[src/rtl/output_port_allocator_pkg.sv]
// Shared definitions for the per-output-port allocator:
// flit codes, port indices and the allocator FSM state.
package output_port_allocator_pkg;

    localparam int NUM_PORTS = 5;

    localparam logic [2:0] HEADER  = 3'b001;
    localparam logic [2:0] PAYLOAD = 3'b010;
    localparam logic [2:0] TAIL    = 3'b100;

    localparam logic [2:0] N = 3'd0;
    localparam logic [2:0] E = 3'd1;
    localparam logic [2:0] W = 3'd2;
    localparam logic [2:0] S = 3'd3;
    localparam logic [2:0] L = 3'd4;

    typedef enum logic {
        ST_IDLE,
        ST_BUSY
    } alloc_state_e;

    // (p + k) mod NUM_PORTS for p < NUM_PORTS and k <= NUM_PORTS
    function automatic logic [2:0] wrap_add(input logic [2:0] p,
                                            input logic [2:0] k);
        logic [3:0] s;
        s = {1'b0, p} + {1'b0, k};
        if (s >= 4'(NUM_PORTS)) begin
            s = s - 4'(NUM_PORTS);
        end
        return s[2:0];
    endfunction

endpackage

[src/rtl/rr_arbiter5.sv]
// Combinational 5-way round-robin arbiter: the first eligible
// input after rr_ptr_i wins, scanning rr_ptr_i+1 .. rr_ptr_i+5.
module rr_arbiter5
    import output_port_allocator_pkg::*;
(
    input  logic [4:0] elig_i,
    input  logic [2:0] rr_ptr_i,
    output logic [4:0] win_o,
    output logic [2:0] idx_o,
    output logic       any_o
);

    logic [2:0] cand;

    always_comb begin
        win_o = '0;
        idx_o = '0;
        any_o = 1'b0;
        cand  = '0;
        for (int k = 1; k <= NUM_PORTS; k++) begin
            cand = wrap_add(rr_ptr_i, 3'(k));
            if (!any_o && elig_i[cand]) begin
                any_o = 1'b1;
                idx_o = cand;
                win_o = 5'b00001 << cand;
            end
        end
    end

endmodule

[src/rtl/output_port_allocator.sv]
// Output-port allocator: round-robin packet-level grant with
// credit-gated flit forwarding toward the downstream buffer.
module output_port_allocator
    import output_port_allocator_pkg::*;
#(
    parameter int CREDITS = 4,
    parameter int CW      = 3
) (
    input  logic          clk,
    input  logic          rst,
    input  logic [4:0]    req,
    input  logic [4:0]    valid,
    input  logic [14:0]   flit_id_vec,
    input  logic          credit_in,
    output logic [4:0]    grant,
    output logic [2:0]    sel,
    output logic          fwd,
    output logic [CW-1:0] credits,
    output logic          busy,
    output logic          credit_err
);

    alloc_state_e  state_q, state_d;
    logic [4:0]    grant_q, grant_d;
    logic [2:0]    sel_q, sel_d;
    logic [2:0]    ptr_q, ptr_d;
    logic [CW-1:0] cred_q, cred_d;
    logic          err_q, err_d;

    logic [2:0]    fid [NUM_PORTS];
    logic [4:0]    elig;
    logic [4:0]    arb_win;
    logic [2:0]    arb_idx;
    logic          arb_any;
    logic          fwd_c;

    always_comb begin
        for (int i = 0; i < NUM_PORTS; i++) begin
            fid[i]  = flit_id_vec[3*i +: 3];
            elig[i] = req[i] & valid[i] & (fid[i] == HEADER);
        end
    end

    rr_arbiter5 u_arb (
        .elig_i   (elig),
        .rr_ptr_i (ptr_q),
        .win_o    (arb_win),
        .idx_o    (arb_idx),
        .any_o    (arb_any)
    );

    always_comb begin
        state_d = state_q;
        grant_d = grant_q;
        sel_d   = sel_q;
        ptr_d   = ptr_q;
        fwd_c   = 1'b0;
        unique case (state_q)
            ST_IDLE: begin
                if (arb_any) begin
                    state_d = ST_BUSY;
                    grant_d = arb_win;
                    sel_d   = arb_idx;
                end
            end
            ST_BUSY: begin
                // a HEADER on the owner mid-packet is forwarded like any flit
                fwd_c = valid[sel_q] & (cred_q != '0) & ~rst;
                if (fwd_c && fid[sel_q] == TAIL) begin
                    state_d = ST_IDLE;
                    grant_d = '0;
                    sel_d   = '0;
                    ptr_d   = sel_q;
                end
            end
        endcase
    end

    always_comb begin
        cred_d = cred_q;
        err_d  = err_q;
        if (fwd_c && !credit_in) begin
            cred_d = cred_q - CW'(1);
        end else if (credit_in && !fwd_c) begin
            if (cred_q == CW'(CREDITS)) begin
                err_d = 1'b1;
            end else begin
                cred_d = cred_q + CW'(1);
            end
        end
    end

    always_ff @(posedge clk) begin
        if (rst) begin
            state_q <= ST_IDLE;
            grant_q <= '0;
            sel_q   <= '0;
            ptr_q   <= L;
            cred_q  <= CW'(CREDITS);
            err_q   <= 1'b0;
        end else begin
            state_q <= state_d;
            grant_q <= grant_d;
            sel_q   <= sel_d;
            ptr_q   <= ptr_d;
            cred_q  <= cred_d;
            err_q   <= err_d;
        end
    end

    assign grant      = grant_q;
    assign sel        = sel_q;
    assign fwd        = fwd_c;
    assign credits    = cred_q;
    assign busy       = (state_q == ST_BUSY);
    assign credit_err = err_q;

endmodule

[config.mk]
export PLATFORM = sky130hd
export DESIGN_NAME = output_port_allocator
export DESIGN_NICKNAME = d
export VERILOG_FILES = /design/src/rtl/output_port_allocator_pkg.sv /design/src/rtl/rr_arbiter5.sv /design/src/rtl/output_port_allocator.sv
export SDC_FILE = /design/constraint.sdc
export NUM_CORES = 1
export LEC_CHECK = 0
export ABC_AREA = 1
export ABC_CLOCK_PERIOD_IN_PS = 3700
export CAP_MARGIN = 30
export CORE_ASPECT_RATIO = 1.75
export CORE_MARGIN = 2
export CORE_UTILIZATION = 55
export CTS_BUF_LIST = sky130_fd_sc_hd__clkbuf_4 sky130_fd_sc_hd__clkbuf_8
export CTS_CLUSTER_SIZE = 28
export DETAILED_ROUTE_END_ITERATION = 16
export PLACE_DENSITY = 0.85
export SKIP_LAST_GASP = 1
export SYNTH_ARGS = -nofsm -noshare
export SYNTH_HDL_FRONTEND = slang
export SYNTH_SLANG_ARGS = --single-unit
[constraint.sdc]
create_clock -name clk -period 3.7 [get_ports clk]
set_input_delay 0.37 -clock clk [delete_from_list [all_inputs] [get_ports clk]]
set_output_delay 0.37 -clock clk [all_outputs]
set_load 0.005 [all_outputs]
==> results.yml <==
run_status:
  status: "completed"
min_path:
  hold_depth: 2
  min_to: "credit_err"
  hp-class: "flip-flop to flip-flop"
  hp-start: "credit_err"
sta:
  fin_crit_ps: 3200
  fin_worst_skew_ps: 1.16
  final-setup-viol-count: 0
  finalHoldViolCount: 0
  fin_crit_sh_pct: 86.6
  worst_slack_ps: 497
  tightest_slew_ps: 674
  fin_tns_setup_ps: 0
  fmax_mhz: 312
  fin_hold_ws_ps: 457
  rsz0062_at_grt: "no"
  slew-limit-headroom_pct: 55.0
  slew_violations: 0
routing:
  drt_pre_antenna_iters: 5
  avgViaCountPerCell: 5.53
  antenna_left: 0
  drc: 0
  wl_per_cell_um: 14.3
  drt_first_iter_violations: 101
  route.final.wire_length_mm: 6.76
  num_vias: 2614
yosys:
  ys_seq_area_share_pct: 14.3
  synth_ff_type: "dfxtp_1"
  synthesis.nets: 427
  syn_avg_cell_area_um2: 5.80
  synth-edff-count: 0
  synthTopCellsByArea: "nand2_1, dfxtp_1, nand3_1, inv_1, ha_1"
  syn_area_um2: 2230
  synth_seq_cells: 16
  synth_area_leader_cell: "nand2_1"
  async_flop_share_pct: 0
  synthCells: 385
  synth.distinct_cells: 36
  netlist.area_leader.share_pct: 19.2
  yosysWarnings: 0
power:
  leakage_nw: 1.33
  worst_ir_drop_vdd_v: 0.000437
  clkPwrFrac_pct: 11.4
  p_seq_share_pct: 19.0
  p_per_area_nw_per_um2: 499
  p_sw_share_pct: 51.2
  power_frac_comb_pct: 69.6
  switchingPower_mw: 0.696
  p_int_mw: 0.663
placement:
  dp_hpwl_mm: 5.44
  dp.cells: 469
  port_buffers: 41
  gp_congestion: 0.967
  post-place-ws_ps: 617
floorplanning:
  dieHeight_um: 88.3
  die_w_um: 52.2
  io_pins: 42
  dieArea_um2: 4600
  core_um2: 3900
  start_util_pct: 57.2
  fp-row-count: 30
cells_and_area:
  finalNetCount: 468
  seqCellArea_um2: 320
  drive_above_1_share_pct: 7.06
  diodes: 0
  multi_input_area_um2: 1640
  area_growth_pct: 22.0
  finalNonFillerCells: 473
  final_core_util_pct: 69.8
  fillers: 362
critical_path:
  crit_type: "flip-flop to flip-flop"
  crit_fanout: 8
  crit_path_frequent_cell: "nand2_1"
  required_ps: 3870
  path_cells: "inv_1 > ha_1 > ha_1 > nand2_1 > nand2_1 > nand2_1 > nand2_2 > inv_1 > nand2_1 > nor2_1 > nand2_1 > nand2_4 > nor3_2 > nand3_1 > nand2_2 > nand3_1 > a21oi_1"
  crit_buf_inv: 2
  worst_r2r_path_depth: 17
  r2r-start: "ptr_q[1]"
  cp-end-kind: "flip-flop"
  worstSetupStartpointType: "flip-flop"
  reg2reg_to: "sel[0]"
  path_delay_family: "simple AND/OR/NAND/NOR gates"
  arrival_ps: 3370
  cpPeakStageDelay_ps: 460
  rrSetupSlack_ps: 500
  crit_path_top_delay_cell: "dfxtp_1"
flow_run:
  cap_violations: 0
clock_tree:
  cts_max_level: 1
  cts_tree: "done"
  cts_root_buffer: "clkbuf_8"
  cts_hold_buf: 0
  cts_setup_buffers: 0
  ctsResizeCount: 0
  clk_pin_slew_ps: 60
  clkSinkCount: 16
  cts_buffers: 3
  worstSkewPairLatency_ps: 250
  clockBufferDepth: 2
grt:
  grt_overflow: 0
  grt_max_degree: 16
  track_usage_pct: 31.6
  antenna_found_initial: 0
  grt_pass1_vias: 2626
  grt_pass1_wl_mm: 11.2
## tightest hold or removal path, delay by kind of cell, from the launching register on
kind | cells | cell delay (ps)
DFF | 1 | 310
AOI/OAI and AO/OA | 1 | 50
buffers and inverters | 1 | 50
## power groups by stage
stage               clock network (mW)  registers [mW]  logic (mW)
floorplan                            0           0.251       0.659
global placement                     0           0.260       0.907
detailed placement                   0           0.260       0.922
CTS                              0.155           0.258       0.930
global route                     0.164           0.264        1.05
finish                           0.154           0.259       0.947
## worst max-delay path by stage
stage / to / slack (ps) / from / cells after the start
after floorplan: grant[4] / 880 / ptr_q[0] / 21
after CTS: sel[0] / 560 / ptr_q[1] / 17
after global placement: grant[1] / 710 / ptr_q[2] / 16
after global routing: sel[0] / 260 / ptr_q[1] / 17
after detailed placement: grant[0] / 620 / ptr_q[1] / 17
final: sel[0] / 500 / ptr_q[1] / 17
## synthesized netlist by cell type (2+ instances only)
cell type  instances
nand2_2            6
a21oi_1           17
o311ai_0           2
buf_6              2
nand3_1           58
nand3b_1           2
ha_1              12
nand2_4            4
nand2_1          114
nor2_1            36
dfxtp_1           16
o21ai_2            2
xor2_1             2
buf_2              3
nand4_1           16
fa_1               2
inv_2              2
o211ai_1           2
nand3_2            3
o21ai_0           14
inv_1             55
## registers in the layout (all words and copies together) (netlist names)
signal,cells
grant,5
credits,3
ptr_q,3
sel,3
busy,1
credit_err,1
## final cells by class
type / count / share of cell area, %
Clock buffer: 4 / 2.02
Inverter: 60 / 8.54
Multi-Input combinational cell: 303 / 60.1
Sequential cell: 16 / 11.8
Tap cell: 48 / 2.20
Timing Repair Buffer: 42 / 15.3
## placed cells by master (no fill, tap or decap), drive strengths merged
cell and count:
o211ai 2, o31ai 1, fa 2, nand4 16
clkinv 1, a211oi 1, xnor2 2, o21ai 16
nand3b 2, a21oi 17, dfxtp 16, inv 59
o21a 1, nor3 2, xor2 3, o311ai 2
nand2 124, ha 12, nand3 62, nor2 37
clkbuf 4, buf 1, o41ai 1, clkdlybuf4s50 41
## through the flow
| stage | power (mW) | area, um2 |
|---|---|---|
| final | 1.36 | 2720 |
| after global placement | 1.17 | 2670 |
| after CTS | 1.34 | 2720 |
| after detailed placement | 1.18 | 2670 |
| after floorplan | 0.911 | 2230 |
| after global routing | 1.47 | 2720 |
## routing by layer
layer  track usage [%]  vias up  share of wire, %
li1                  -     1335                 -
met1              31.8     1155                36
met2              61.6       89                55
met3              1.35       35               3.4
met4              18.6        0               5.7
met5                 0        -                 0
## kinds of logic after synthesis
kind of cell	after synthesis	share of synthesized area, %
and+or+nand+nor	243	50.8
buffers and inverters	66	12.3
AOI/OAI and AO/OA	41	10.6
DFF	16	14.3
adders and majority gates	14	8.52
xor gates and xnor gates	5	3.48
(Power assumes the default switching activity.)
